--- config.mk ---
export PLATFORM = sky130hd
export DESIGN_NAME = spi_peripheral_flat
export DESIGN_NICKNAME = d
export VERILOG_FILES = /design/src/rtl/spi_peripheral_pkg.sv /design/src/rtl/spi_peripheral_if.sv /design/src/rtl/spi_peripheral_sync_ff.sv /design/src/rtl/spi_peripheral.sv /design/src/flat_wrapper.sv
export SDC_FILE = /design/constraint.sdc
export NUM_CORES = 1
export LEC_CHECK = 0
export CELL_PAD_IN_SITES_DETAIL_PLACEMENT = 1
export CELL_PAD_IN_SITES_GLOBAL_PLACEMENT = 2
export CORE_MARGIN = 1.5
export CORE_UTILIZATION = 35
export DETAILED_ROUTE_END_ITERATION = 8
export PLACE_DENSITY = 0.77
export RECOVER_POWER = 100
export SLEW_MARGIN = 20
export SYNTH_ARGS = -nofsm -noshare
export SYNTH_HDL_FRONTEND = slang
export SYNTH_SLANG_ARGS = --single-unit
--- constraint.sdc ---
create_clock -name clk -period 3.4 [get_ports clk]
set_clock_uncertainty 0.15 [all_clocks]
set_input_delay 0.34 -clock clk [delete_from_list [all_inputs] [get_ports clk]]
set_output_delay 0.34 -clock clk [all_outputs]
set_load 0.1 [all_outputs]
--- src/rtl/spi_peripheral_pkg.sv ---
// Shared definitions for the SPI register bank: addresses, frame layout, FSM states.
package spi_pkg;

  localparam logic [6:0] ADDR_EN_OUT_7_0  = 7'h00;
  localparam logic [6:0] ADDR_EN_OUT_15_8 = 7'h01;
  localparam logic [6:0] ADDR_EN_PWM_7_0  = 7'h02;
  localparam logic [6:0] ADDR_EN_PWM_15_8 = 7'h03;
  localparam logic [6:0] ADDR_PWM_DUTY    = 7'h04;
  localparam logic [6:0] MAX_ADDR         = 7'h04;

  localparam int         FRAME_BITS = 16;
  localparam int         NUM_REGS   = 5;
  localparam logic [4:0] CNT_FULL   = 5'd16;
  localparam logic [4:0] CNT_SAT    = 5'd17;

  typedef enum logic [1:0] {
    IDLE   = 2'b00,
    SHIFT  = 2'b01,
    COMMIT = 2'b10
  } state_t;

  // Frame as it lands in the shift register, MSB first.
  typedef struct packed {
    logic       rw;
    logic [6:0] addr;
    logic [7:0] data;
  } frame_t;

  // A frame may update a register only if it is a complete write to a mapped address.
  function automatic logic frame_writable(input frame_t f, input logic [4:0] cnt);
    return (cnt == CNT_FULL) && f.rw && (f.addr <= MAX_ADDR);
  endfunction

endpackage

--- src/rtl/spi_peripheral_if.sv ---
// SPI pin bundle; the controller drives it, the register bank only listens.
interface spi_peripheral_if;
  logic sclk;
  logic copi;
  logic ncs;

  modport master (output sclk, output copi, output ncs);
  modport slave  (input  sclk, input  copi, input  ncs);
endinterface

--- src/rtl/spi_peripheral_sync_ff.sv ---
// Multi-stage synchronizer bringing one asynchronous pin into the clk domain.
module sync_ff #(
  parameter int SYNC_STAGES = 2
) (
  input  logic clk,
  input  logic rst_n,
  input  logic i_d,
  output logic o_q
);

  logic [SYNC_STAGES-1:0] r_q;

  // Shift the pin value through the flop chain; synchronous clear to 0.
  always_ff @(posedge clk) begin
    // NOTE: sequential state uses non-blocking assignments so every flop samples pre-edge values.
    if (!rst_n) r_q <= '0;
    else        r_q <= {r_q[SYNC_STAGES-2:0], i_d};
  end

  assign o_q = r_q[SYNC_STAGES-1];

endmodule

--- src/rtl/spi_peripheral.sv ---
// SPI mode-0 write-only register bank holding the PWM stage control registers.
module spi_peripheral
  import spi_pkg::*;
#(
  parameter int SYNC_STAGES = 2
) (
  input  logic                   clk,
  input  logic                   rst_n,
  spi_peripheral_if.slave        bus,
  output logic [7:0]             en_reg_out_7_0,
  output logic [7:0]             en_reg_out_15_8,
  output logic [7:0]             en_reg_pwm_7_0,
  output logic [7:0]             en_reg_pwm_15_8,
  output logic [7:0]             pwm_duty_cycle
);

  logic w_sclk_s, w_copi_s, w_ncs_s;
  logic r_sclk_d, r_ncs_d;
  logic w_sclk_rise, w_ncs_rise;

  state_t r_state, w_next_state;
  logic [FRAME_BITS-1:0] r_shift;
  logic [4:0]            r_cnt;
  logic [7:0]            r_regs [NUM_REGS];

  logic   w_shift_en, w_cnt_clr, w_commit;
  frame_t w_frame;

  sync_ff #(.SYNC_STAGES(SYNC_STAGES)) u_sync_sclk (.clk(clk), .rst_n(rst_n), .i_d(bus.sclk), .o_q(w_sclk_s));
  sync_ff #(.SYNC_STAGES(SYNC_STAGES)) u_sync_copi (.clk(clk), .rst_n(rst_n), .i_d(bus.copi), .o_q(w_copi_s));
  sync_ff #(.SYNC_STAGES(SYNC_STAGES)) u_sync_ncs  (.clk(clk), .rst_n(rst_n), .i_d(bus.ncs),  .o_q(w_ncs_s));

  // Delay the synchronized sclk/ncs by one cycle for rising-edge detection.
  always_ff @(posedge clk) begin
    if (!rst_n) begin
      r_sclk_d <= 1'b0;
      r_ncs_d  <= 1'b0;
    end else begin
      r_sclk_d <= w_sclk_s;
      r_ncs_d  <= w_ncs_s;
    end
  end

  assign w_sclk_rise = w_sclk_s & ~r_sclk_d;
  assign w_ncs_rise  = w_ncs_s  & ~r_ncs_d;
  assign w_frame     = frame_t'(r_shift);

  // FSM state register.
  always_ff @(posedge clk) begin
    if (!rst_n) r_state <= IDLE;
    else        r_state <= w_next_state;
  end

  // FSM next-state logic.
  always_comb begin
    // NOTE: default first so every path assigns the signal and no latch is inferred.
    w_next_state = r_state;
    unique case (r_state)
      IDLE:    if (!w_ncs_s)  w_next_state = SHIFT;
      SHIFT:   if (w_ncs_rise) w_next_state = COMMIT;
      COMMIT:  w_next_state = IDLE;
      default: w_next_state = IDLE;
    endcase
  end

  // FSM outputs; a simultaneous ncs rise suppresses the sclk edge.
  always_comb begin
    w_shift_en = 1'b0;
    w_cnt_clr  = 1'b0;
    w_commit   = 1'b0;
    unique case (r_state)
      IDLE:    w_cnt_clr  = 1'b1;
      SHIFT:   w_shift_en = w_sclk_rise & ~w_ncs_rise;
      COMMIT:  w_commit   = frame_writable(w_frame, r_cnt);
      default: ;
    endcase
  end

  // Shift register and saturating bit counter.
  always_ff @(posedge clk) begin
    if (!rst_n) begin
      r_shift <= '0;
      r_cnt   <= '0;
    end else if (w_cnt_clr) begin
      r_cnt   <= '0;
    end else if (w_shift_en) begin
      r_shift <= {r_shift[FRAME_BITS-2:0], w_copi_s};
      if (r_cnt != CNT_SAT) r_cnt <= r_cnt + 5'd1;
    end
  end

  // Register bank write on a valid committed frame.
  always_ff @(posedge clk) begin
    if (!rst_n) begin
      // NOTE: this small register file drives outputs directly, so every entry is reset, unlike a RAM.
      for (int i = 0; i < NUM_REGS; i++) r_regs[i] <= '0;
    end else if (w_commit) begin
      for (int i = 0; i < NUM_REGS; i++)
        if (w_frame.addr == 7'(i)) r_regs[i] <= w_frame.data;
    end
  end

  assign en_reg_out_7_0  = r_regs[ADDR_EN_OUT_7_0];
  assign en_reg_out_15_8 = r_regs[ADDR_EN_OUT_15_8];
  assign en_reg_pwm_7_0  = r_regs[ADDR_EN_PWM_7_0];
  assign en_reg_pwm_15_8 = r_regs[ADDR_EN_PWM_15_8];
  assign pwm_duty_cycle  = r_regs[ADDR_PWM_DUTY];

endmodule

--- src/flat_wrapper.sv ---
// flat-port wrapper written by rule: the top's interface ports become plain ports
module spi_peripheral_flat import spi_pkg::*;
#(
  parameter int SYNC_STAGES = 2
)
  (clk, rst_n, en_reg_out_7_0, en_reg_out_15_8, en_reg_pwm_7_0, en_reg_pwm_15_8, pwm_duty_cycle, bus_sclk, bus_copi, bus_ncs);
  spi_peripheral_if bus_i ();
  input  logic clk;
  input  logic rst_n;
  output logic [7:0] en_reg_out_7_0;
  output logic [7:0] en_reg_out_15_8;
  output logic [7:0] en_reg_pwm_7_0;
  output logic [7:0] en_reg_pwm_15_8;
  output logic [7:0] pwm_duty_cycle;
  input wire logic [$bits(bus_i.sclk)-1:0] bus_sclk;
  input wire logic [$bits(bus_i.copi)-1:0] bus_copi;
  input wire logic [$bits(bus_i.ncs)-1:0] bus_ncs;
  assign bus_i.sclk = bus_sclk;
  assign bus_i.copi = bus_copi;
  assign bus_i.ncs = bus_ncs;
  spi_peripheral #(.SYNC_STAGES(SYNC_STAGES)) u_core (.clk(clk), .rst_n(rst_n), .bus(bus_i), .en_reg_out_7_0(en_reg_out_7_0), .en_reg_out_15_8(en_reg_out_15_8), .en_reg_pwm_7_0(en_reg_pwm_7_0), .en_reg_pwm_15_8(en_reg_pwm_15_8), .pwm_duty_cycle(pwm_duty_cycle));
endmodule
=== Yosys cells after proc, flatten, opt, wreduce, memory -nomap -nowiden ===
Memories as Yosys holds them, arrays and structs flattened.
Cells that the tools add are included.

* Bits of input ports: 5
* Output and inout port bits: 40
* Bits in writable memories: 40
* Memories: 1
* Flip-flop bits (word level): 31

* Eq/ne operators: 10
* Mux-type cells: 32
* Reduce and logical (&&, ||, !) cells: 8
* $add $sub $neg: 1
* Order comparisons: 1
* Bitwise gates (word level): 13

{| class="wikitable"
|+ Memories
! memory !! depth !! bits a word !! rd ports !! clocked after memory_dff !! wr ports !! line !! text
|-
| u_core.r_regs || 5 || 8 || 5 || 0 || 5 || spi_peripheral.sv:24 || <nowiki>logic [7:0] r_regs [NUM_REGS];</nowiki>
|}

{| class="wikitable"
|+ Operator list
! kind !! number
|-
| $mux W8 || 5
|-
| $mux W1 || 24
|-
| $eq A7 B2 Y1 const B || 2
|-
| $eq A7 B1 Y1 const B || 1
|-
| $eq A7 B3 Y1 const B || 1
|-
| $le A7 B3 Y1 const B || 1
|-
| $logic_not A7 Y1 || 1
|-
| $reduce_and A2 Y1 || 3
|-
| $add A5 B1 Y5 const B || 1
|-
| $eq A5 B5 Y1 const B || 1
|-
| $ne A5 B5 Y1 const B || 1
|-
| $not A1 Y1 || 5
|-
| $or A1 B1 Y1 || 5
|-
| $mux W2 || 2
|-
| $pmux W2 S2 || 1
|-
| $and A1 B1 Y1 || 3
|-
| $eq A2 B1 Y1 const B || 1
|-
| $eq A2 B2 Y1 const B || 1
|-
| $logic_and A1 B1 Y1 || 2
|-
| $logic_not A2 Y1 || 1
|-
| $ne A2 B1 Y1 const B || 1
|-
| $ne A2 B2 Y1 const B || 1
|-
| $reduce_or A2 Y1 || 1
|}

=== Depth between registers and ports, before layout ===
Gate-level depths: netlist (run 1).

* Depth after elaboration: 8
* Depth in mapped cells: 6
* Depth with buffers taken out: 5

=== Cells and area by module ===
Synthesis (run 1) repeated with hierarchy kept, for this count alone.

* Cells, all modules: 205
* Area total of the unflattened synthesis: 2627.5 um2

{| class="wikitable"
|+ By module, submodules not included
! module !! area each (um2) !! times used !! cells each
|-
| spi_peripheral || 2469.9 || 1 || 193
|-
| sync_ff || 52.6 || 3 || 4
|}

=== Worst setup path after synthesis (run 1) ===
OpenSTA, ideal clock, no wires.

* Kind: reg2reg
* Start point: reg u_core.r_cnt[0]
* End point: mem u_core.r_regs[1][2], in the netlist u_core.r_regs[0][10] (enable)
* Stages on the path, launching flop included: 6
* Library setup time: 0.398 ns
* Arrival time: 1.854 ns
* Data required time: 2.852 ns
* Period minus slack after synthesis: 2.402 ns
* Setup slack: 0.998 ns
* Cell sequence: dfxtp_1 > inv_1 > ha_1 > nor4b_1 > nand4_1 > o41ai_1

{| class="wikitable"
|+ RTL lines
! element !! line !! text
|-
| from (decl) || spi_peripheral.sv:23 || <nowiki>logic [4:0] r_cnt;</nowiki>
|-
| from (signal assigned) || spi_peripheral.sv:88 || <nowiki>if (r_cnt != CNT_SAT) r_cnt <= r_cnt + 5'd1;</nowiki>
|-
| to (decl) || spi_peripheral.sv:24 ||
|}

==> results of run 1 <==
power groups by stage:
stage / sequential (mW) / combinational [mW] / clock [mW]
2_1_floorplan: 1.15 / 0.0299 / 0
3_3_place_gp: 0.963 / 0.284 / 0
3_5_place_dp: 0.965 / 0.286 / 0
4_1_cts: 0.945 / 0.287 / 0.643
5_1_grt: 0.946 / 0.280 / 0.684
6_report: 0.943 / 0.271 / 0.625
worst max-delay path: stages (launching register included):
cell	delay [ps]
dfxtp_1	370
inv_1	70
ha_1	140
nor4b_1	260
nand4_1	460
o21ai_0	1020
cell type report:
type | count | area, um^2
fill | 786 | 3900
sequential | 71 | 1820
multi-input combinational | 110 | 702
timing repair buffer | 51 | 474
clock buffer | 9 | 124
tap | 99 | 124
clock inverter | 7 | 61.3
inverter | 12 | 45.0
flip-flops by register name (all words and copies together), names as in the netlist:
register,flops
u_core.u_sync_sclk.r_q,2
u_core.r_regs,40
u_core.r_cnt,5
u_core.u_sync_ncs.r_q,2
u_core.r_shift,16
u_core.r_state,2
u_core.r_ncs_d,1
u_core.r_sclk_d,1
u_core.u_sync_copi.r_q,2
cell families after synthesis:
| group | synth area share (%) |
|---|---|
| buffers and inverters | 3.82 |
| flip-flops | 69.6 |
| AO/OA/AOI/OAI | 11.8 |
| multiplexers | 0.765 |
| adder cells (fa/ha/maj) | 1.43 |
| AND/OR/NAND/NOR | 12.6 |
metrics by stage:
step	instances	power (mW)	utilization (%)
3_3_place_gp	343	1.25	44.2
3_5_place_dp	343	1.25	44.2
4_1_cts	359	1.87	46.8
2_1_floorplan	206	1.18	-
5_1_grt	359	1.91	46.2
6_report	359	1.84	46.2
Yosys cell counts (4+ instances only):
library cell	n
edfxtp_1	40
dfxtp_1	31
nand3_1	20
o21ai_0	18
inv_1	12
a21boi_1	10
clkbuf_1	10
nor3_1	9
and2_1	8
a21boi_0	6
nand2_1	6
a21oi_1	4
worst paths after layout:
path,to,slack [ps],cells after the start
hold reg to reg,u_core.u_sync_sclk.r_q[1],290,1
setup / recovery,u_core.r_regs[0][35],560,5
hold / removal,u_core.u_sync_sclk.r_q[1],290,1
setup reg to reg,u_core.r_regs[0][35],560,5
layer usage:
metal / track usage [%] / share of wire, %
met3: 3.97 / 3.8
met2: 24.1 / 45
met1: 22.0 / 49
met5: 0 / 0
met4: 7.55 / 1.7
==> results.cfg, run 1 <==
[yosys]
netlist_instances = 206
synth_top_cell_area_share_pct = 45.9
synth_edf_count = 40
synthArstFlopShare_pct = 0
synth_area_um2 = 2620
synth_flop_cell = edfxtp_1
synth_top_area_cell = edfxtp_1
ys_ff_latch = 71
synth_area_leaders = edfxtp_1, dfxtp_1, nand3_1, o21ai_0, a21boi_1
yosys_warnings = 0
synth_cell_types = 30
synth.yosys.seq_area_share_pct = 69.6
synthesis.nets = 214
syn_avg_cell_area_um2 = 12.7

[sta]
timing.fmax_mhz = 352
finalHoldViolCount = 0
rsz0062_at_grt = false
setup_slack_ps = 561
slew_headroom_pct = 21.9
finalSetupTns_ps = 0
finalMaxSlewViolations = 0
setup_viol = 0
tightest_slew_ps = 1170
fin_crit_sh_pct = 83.5
holdWs_ps = 290
period_minus_slack_ps = 2840

[grt]
grt_pass1_wl_um = 9160
antenna_found_initial = 0
grt_usage_pct = 16.1
grt_pass1_vias = 1727
grt_max_degree = 33
gr-total-overflow = 0

[critical_path]
worstPathArrival_ps = 2660
cp-start-kind = flop
end_kind = flop
path_class = flop to flop
critPathLaunch = u_core.r_cnt[0]
crit-reg2reg-launch = u_core.r_cnt[0]
cp_max_fo = 13
cp.required_ps = 3220

[placed_design]
gp_congestion = 0.692
postPlaceCellArea_um2 = 3210
dp_hpwl_um = 4070
portBuffers = 44
pre_cts_slack_ps = 679

[drt]
final_antenna_net_count = 0
routedWlPerCell_um = 16.4
first_pass_iters = 4
viasPerCell = 4.95
vias = 1778
dr.first_iter.drc_count = 91
totalWireLength_um = 5870
drc = 0

[cts]
ctsHtreeMaxLevel = 3
cts_buffers = 9
post_cts.repair.setup_buffers = 0
root_buffer = clkbuf_8
clock-sinks = 71
cts_tree = yes
cts_resized = 0
cts_buffer_depth = 2
postCtsHoldBufs = 0
insertion_delay_ps = 340
path_clk_slew_ps = 90

[floorplanning]
io_pins = 45
die_h_um = 89.5
rows = 31
core_area_um2 = 7250
die_w_um = 89.5
start_util_pct = 36.1
die_area_um2 = 8010

[layout]
final_cell_mix = dlygate4sd3_1, edfxtp_1, dfxtp_1, nand3_1, o21ai_0
area_growth_pct = 28.1
fin_nets = 263
final_common_cell = dlygate4sd3_1
design_area_um2 = 3350
layout-drive-gt1-share_pct = 7.69
antennaDiodeCount = 0

[power_and_ir_drop]
p_per_area_nw_per_um2 = 549
ir_drop_mv = 0.260
clkPwrFrac_pct = 34.0
seq_power_share_pct = 51.3
intPower_mw = 1.26
swShare_pct = 31.7
p_comb_share_pct = 14.7
power_switching_uw = 582
p_leak_nw = 1.07

[hold_path]
hp-start = u_core.u_sync_sclk.r_q[0]
hp-class = flop to flop

[run_status]
status = finished clean

[flow_run]
maxCapViolations = 0
No activity file was read; power rests on OpenSTA's default activity.
==> run 2: changes to the inputs <==
CORE_UTILIZATION = 31   (was 35)
PLACE_DENSITY = 0.72   (was 0.77)
clock period = 2.3 ns   (was 3.4 ns; I/O delays follow)
==> results.cfg, run 2 (synthesized netlist as in run 1, its figures left out) <==
[power_and_ir_drop]
intPower_mw = 1.92
swShare_pct = 29.4
power_switching_uw = 800
p_per_area_nw_per_um2 = 848
p_comb_share_pct = 13.7
p_leak_nw = 1.01
ir_drop_mv = 0.275
clkPwrFrac_pct = 34.9
seq_power_share_pct = 51.4

[cts]
cts_buffers = 9
cts_tree = yes
clock-sinks = 71
cts_buffer_depth = 2
post_cts.repair.setup_buffers = 0
path_clk_slew_ps = 70
insertion_delay_ps = 340
ctsHtreeMaxLevel = 3
postCtsHoldBufs = 0
root_buffer = clkbuf_8
cts_resized = 0

[placed_design]
gp_congestion = 0.747
portBuffers = 44
dp_hpwl_um = 4110
numPlacedInstances = 361

[layout]
antennaDiodeCount = 0
final_cell_mix = clkbuf_1, edfxtp_1, dfxtp_1, nand3_1, o21ai_0
layout-drive-gt1-share_pct = 11.0
fin_nets = 275
finalNonFillerCells = 377
final_common_cell = clkbuf_1
largest_reg_flops = 40
top_regs = u_core.r_regs: 40 flops, u_core.r_shift: 16 flops, u_core.r_cnt: 5 flops
regMostFlops = u_core.r_regs
area_growth_pct = 22.5

[drt]
drc = 0
final_antenna_net_count = 0
dr.first_iter.drc_count = 47
first_pass_iters = 4
totalWireLength_um = 5730
vias = 1794
routedWlPerCell_um = 15.2
viasPerCell = 4.76

[sta]
tightest_slew_ps = 1200
slew_headroom_pct = 20.4
finalSetupTns_ps = 0
finalMaxSlewViolations = 0
period_minus_slack_ps = 2070
fin_crit_sh_pct = 90.2
finalHoldViolCount = 0
rsz0062_at_grt = false
timing.fmax_mhz = 482
setup_viol = 0

[grt]
grt_usage_pct = 13.8
gr-total-overflow = 0
grt_max_degree = 19
grt_pass1_vias = 1826
antenna_found_initial = 0
grt_pass1_wl_um = 9240

[critical_path]
cp-start-kind = flop
cp_max_fo = 13
path_class = flop to flop
crit-reg2reg-launch = u_core.r_cnt[0]
worstPathArrival_ps = 1950
cp.required_ps = 2170
reg2reg_slack_ps = 230
rr_endpoint = u_core.r_regs[0][18]
critPathLaunch = u_core.r_cnt[0]
end_kind = flop
r2r_cells = 7

[floorplanning]
core_area_um2 = 8220
die_area_um2 = 9000
die_w_um = 94.9
rows = 33
io_pins = 45
start_util_pct = 31.9
die_h_um = 94.9

[hold_path]
hp-class = flop to flop
hp-start = u_core.u_sync_ncs.r_q[0]
holdPathStages = 1
min_to = u_core.u_sync_ncs.r_q[1]

[run_status]
status = finished clean

[flow_run]
maxCapViolations = 0
## run 2: cell count changes in the layout (fill, tap and decap cells not counted), sizes merged
cell | previous run | this run
clkinv | 1 | 3
clkbuf | 14 | 62
inv | 16 | 12
buf | 2 | 7
dlygate4sd3 | 41 | 1
bufinv | 0 | 1
## run 2: how the worst max path moves through the flow
stage,endpoint,slack (ps),depth (start not counted)
6_report,u_core.r_regs[0][18],230,7
5_1_grt,u_core.r_regs[0][18],70,7
4_1_cts,u_core.r_regs[0][27],230,7
3_5_place_dp,u_core.r_regs[0][26],260,7
3_3_place_gp,u_core.r_regs[0][25],310,7
2_1_floorplan,u_core.r_regs[0][10],-100,5
## run 2: area by class of cell
cell class | count | area, um^2
clock buffers | 10 | 128
repair buffers | 63 | 293
inverters | 12 | 45.0
well taps | 105 | 131
fillers | 927 | 5010
multi-input cells | 110 | 724
clock inverters | 6 | 62.6
flip-flops and latches | 71 | 1820
## run 2: power groups by stage
stage          clock (mW)  combinational (mW)  sequential [mW]
2_1_floorplan           0              0.0442             1.70
3_3_place_gp            0               0.408             1.43
3_5_place_dp            0               0.411             1.43
4_1_cts             0.985               0.412             1.40
5_1_grt              1.05               0.387             1.40
6_report            0.949               0.373             1.40
## run 2: metal layers
layer	track usage, %	share of wire [%]	vias up
li1	-	-	880
met1	16.3	45	856
met2	23.5	48	52
met3	3.95	6.2	6
met4	5.35	1.2	0
met5	0	0	-
## run 2: stage by stage
stage	setup WS (ps)	area, um^2	hold slack [ps]	utilization, %	power (mW)
final	226	3210	285	39.0	2.72
after CTS	233	3400	291	41.3	2.79
after detailed placement	260	3210	272	39.0	1.84
after global routing	68.2	3210	294	39.0	2.84
after global placement	312	3210	266	39.0	1.83
after floorplan	-102	2620	207	-	1.74
## run 2: critical path, stage by stage, from the launching register on
cell and delay, ps:
dfxtp_1 360, inv_1 70, ha_1 140, nor4b_1 210
nand4_1 140, buf_4 210, o41ai_2 190, clkbuf_2 280
==> run 3: changes to the inputs <==
HOLD_SLACK_MARGIN = 0.1   (was unset)
RECOVER_POWER = unset   (was 100)
==> results.cfg, run 3 (synthesized netlist as in run 1, its figures left out) <==
[flow_run]
maxCapViolations = 0

[sta]
finalMaxSlewViolations = 0
setup_viol = 0
holdWs_ps = 285
slew_headroom_pct = 56.1
finalHoldViolCount = 0
period_minus_slack_ps = 2020
timing.fmax_mhz = 495
fin_crit_sh_pct = 87.9
setup_slack_ps = 278
tightest_slew_ps = 658
rsz0062_at_grt = false

[drt]
drc = 0
dr.first_iter.drc_count = 45
first_pass_iters = 5
vias = 1782
totalWireLength_um = 5620
routedWlPerCell_um = 14.9
viasPerCell = 4.73
final_antenna_net_count = 0

[placed_design]
portBuffers = 44
dp_hpwl_um = 4110
postPlaceCellArea_um2 = 3210
gp_congestion = 0.747
pre_cts_slack_ps = 260

[grt]
grt_usage_pct = 13.8
grt_pass1_wl_um = 9240
grt_max_degree = 19
gr-total-overflow = 0
antenna_found_initial = 0
grt_pass1_vias = 1826

[critical_path]
cp.required_ps = 2190
r2r_cells = 7
rr_endpoint = u_core.r_regs[0][25]
cp_max_fo = 13
worstPathArrival_ps = 1920
path_class = flop to flop
reg2reg_slack_ps = 280
crit-reg2reg-launch = u_core.r_cnt[0]
end_kind = flop
cp-start-kind = flop

[floorplanning]
die_h_um = 94.9
die_area_um2 = 9000
core_area_um2 = 8220
rows = 33
start_util_pct = 31.9
die_w_um = 94.9
io_pins = 45

[cts]
cts_buffer_depth = 2
cts_tree = yes
insertion_delay_ps = 340
postCtsHoldBufs = 0
post_cts.repair.setup_buffers = 0
ctsHtreeMaxLevel = 3
clock-sinks = 71
root_buffer = clkbuf_8
cts_resized = 0
cts_buffers = 9
path_clk_slew_ps = 70

[layout]
antennaDiodeCount = 0
design_area_um2 = 3400
regMostFlops = u_core.r_regs
fin_nets = 275
layout-drive-gt1-share_pct = 28.7
n_fill_cell = 905
final_common_cell = buf_4
final_cell_mix = buf_4, edfxtp_1, dfxtp_1, nand3_1, o21ai_0
area_growth_pct = 29.7
top_regs = u_core.r_regs: 40 flops, u_core.r_shift: 16 flops, u_core.r_cnt: 5 flops
largest_reg_flops = 40

[power_and_ir_drop]
power_switching_uw = 800
p_comb_share_pct = 14.8
seq_power_share_pct = 50.7
intPower_mw = 1.95
p_per_area_nw_per_um2 = 811
clkPwrFrac_pct = 34.5
swShare_pct = 29.1
p_leak_nw = 1.20
ir_drop_mv = 0.277

[hold_path]
hp-start = u_core.u_sync_ncs.r_q[0]
holdPathStages = 1
min_to = u_core.u_sync_ncs.r_q[1]
hp-class = flop to flop

[run_status]
status = finished clean
## run 3: changes by cell type in the layout (fill, tap and decap cells not counted)
cell | previous run | this run
clkbuf_2 | 4 | 0
dlygate4sd3_1 | 1 | 0
clkbuf_1 | 49 | 1
a21boi_1 | 0 | 10
a21boi_0 | 16 | 6
and2_1 | 6 | 8
buf_4 | 7 | 59
and2_0 | 2 | 0
clkdlybuf4s50_1 | 3 | 4
## run 3: area by class of cell
| cell class | count | area, um^2 | area share (%) |
|---|---|---|---|
| Timing Repair Buffer | 63 | 483 | 14.2 |
| Tap cell | 105 | 131 | 3.87 |
| Clock inverter | 6 | 62.6 | 1.84 |
| Multi-Input combinational cell | 110 | 724 | 21.3 |
| Clock buffer | 10 | 128 | 3.76 |
| Sequential cell | 71 | 1820 | 53.6 |
| Inverter | 12 | 45.0 | 1.33 |
## run 3: power groups by stage
stage | Combinational (mW) | Sequential, mW | Clock (mW)
after floorplan | 0.0442 | 1.70 | 0
after global placement | 0.408 | 1.43 | 0
after detailed placement | 0.411 | 1.43 | 0
after CTS | 0.412 | 1.40 | 0.985
after global routing | 0.422 | 1.40 | 1.05
final | 0.407 | 1.40 | 0.949
## run 3: metrics by stage
step           TNS [ps]  cells  total power [mW]  utilization [%]
2_1_floorplan     -2460    206              1.74                -
3_3_place_gp          0    361              1.83             39.0
3_5_place_dp          0    361              1.84             39.0
4_1_cts               0    377              2.79             41.3
5_1_grt               0    377              2.87             41.3
6_report              0    377              2.75             41.3
## run 3: worst max path at each step
stage / to / slack [ps] / cells past startpoint / startpoint
after floorplan: u_core.r_regs[0][10] / -100 / 5 / u_core.r_cnt[0]
after global routing: u_core.r_regs[0][25] / 130 / 7 / u_core.r_cnt[0]
after CTS: u_core.r_regs[0][27] / 230 / 7 / u_core.r_cnt[0]
after global placement: u_core.r_regs[0][25] / 310 / 7 / u_core.r_cnt[0]
final: u_core.r_regs[0][25] / 280 / 7 / u_core.r_cnt[0]
after detailed placement: u_core.r_regs[0][26] / 260 / 7 / u_core.r_cnt[0]
## run 3: critical path: stages, from the launching register on
cell,delay [ps]
dfxtp_1,360
inv_1,70
ha_1,140
nor4b_1,210
nand4_1,140
buf_4,210
o41ai_2,220
buf_4,220
## run 3: routing by layer
| metal | vias up | wire length [um] | global-route usage, % |
|---|---|---|---|
| met5 | - | 0 | 0 |
| met4 | 0 | 70 | 5.35 |
| met3 | 6 | 297 | 3.95 |
| met2 | 49 | 2750 | 23.5 |
| met1 | 852 | 2510 | 16.3 |
| li1 | 875 | - | - |
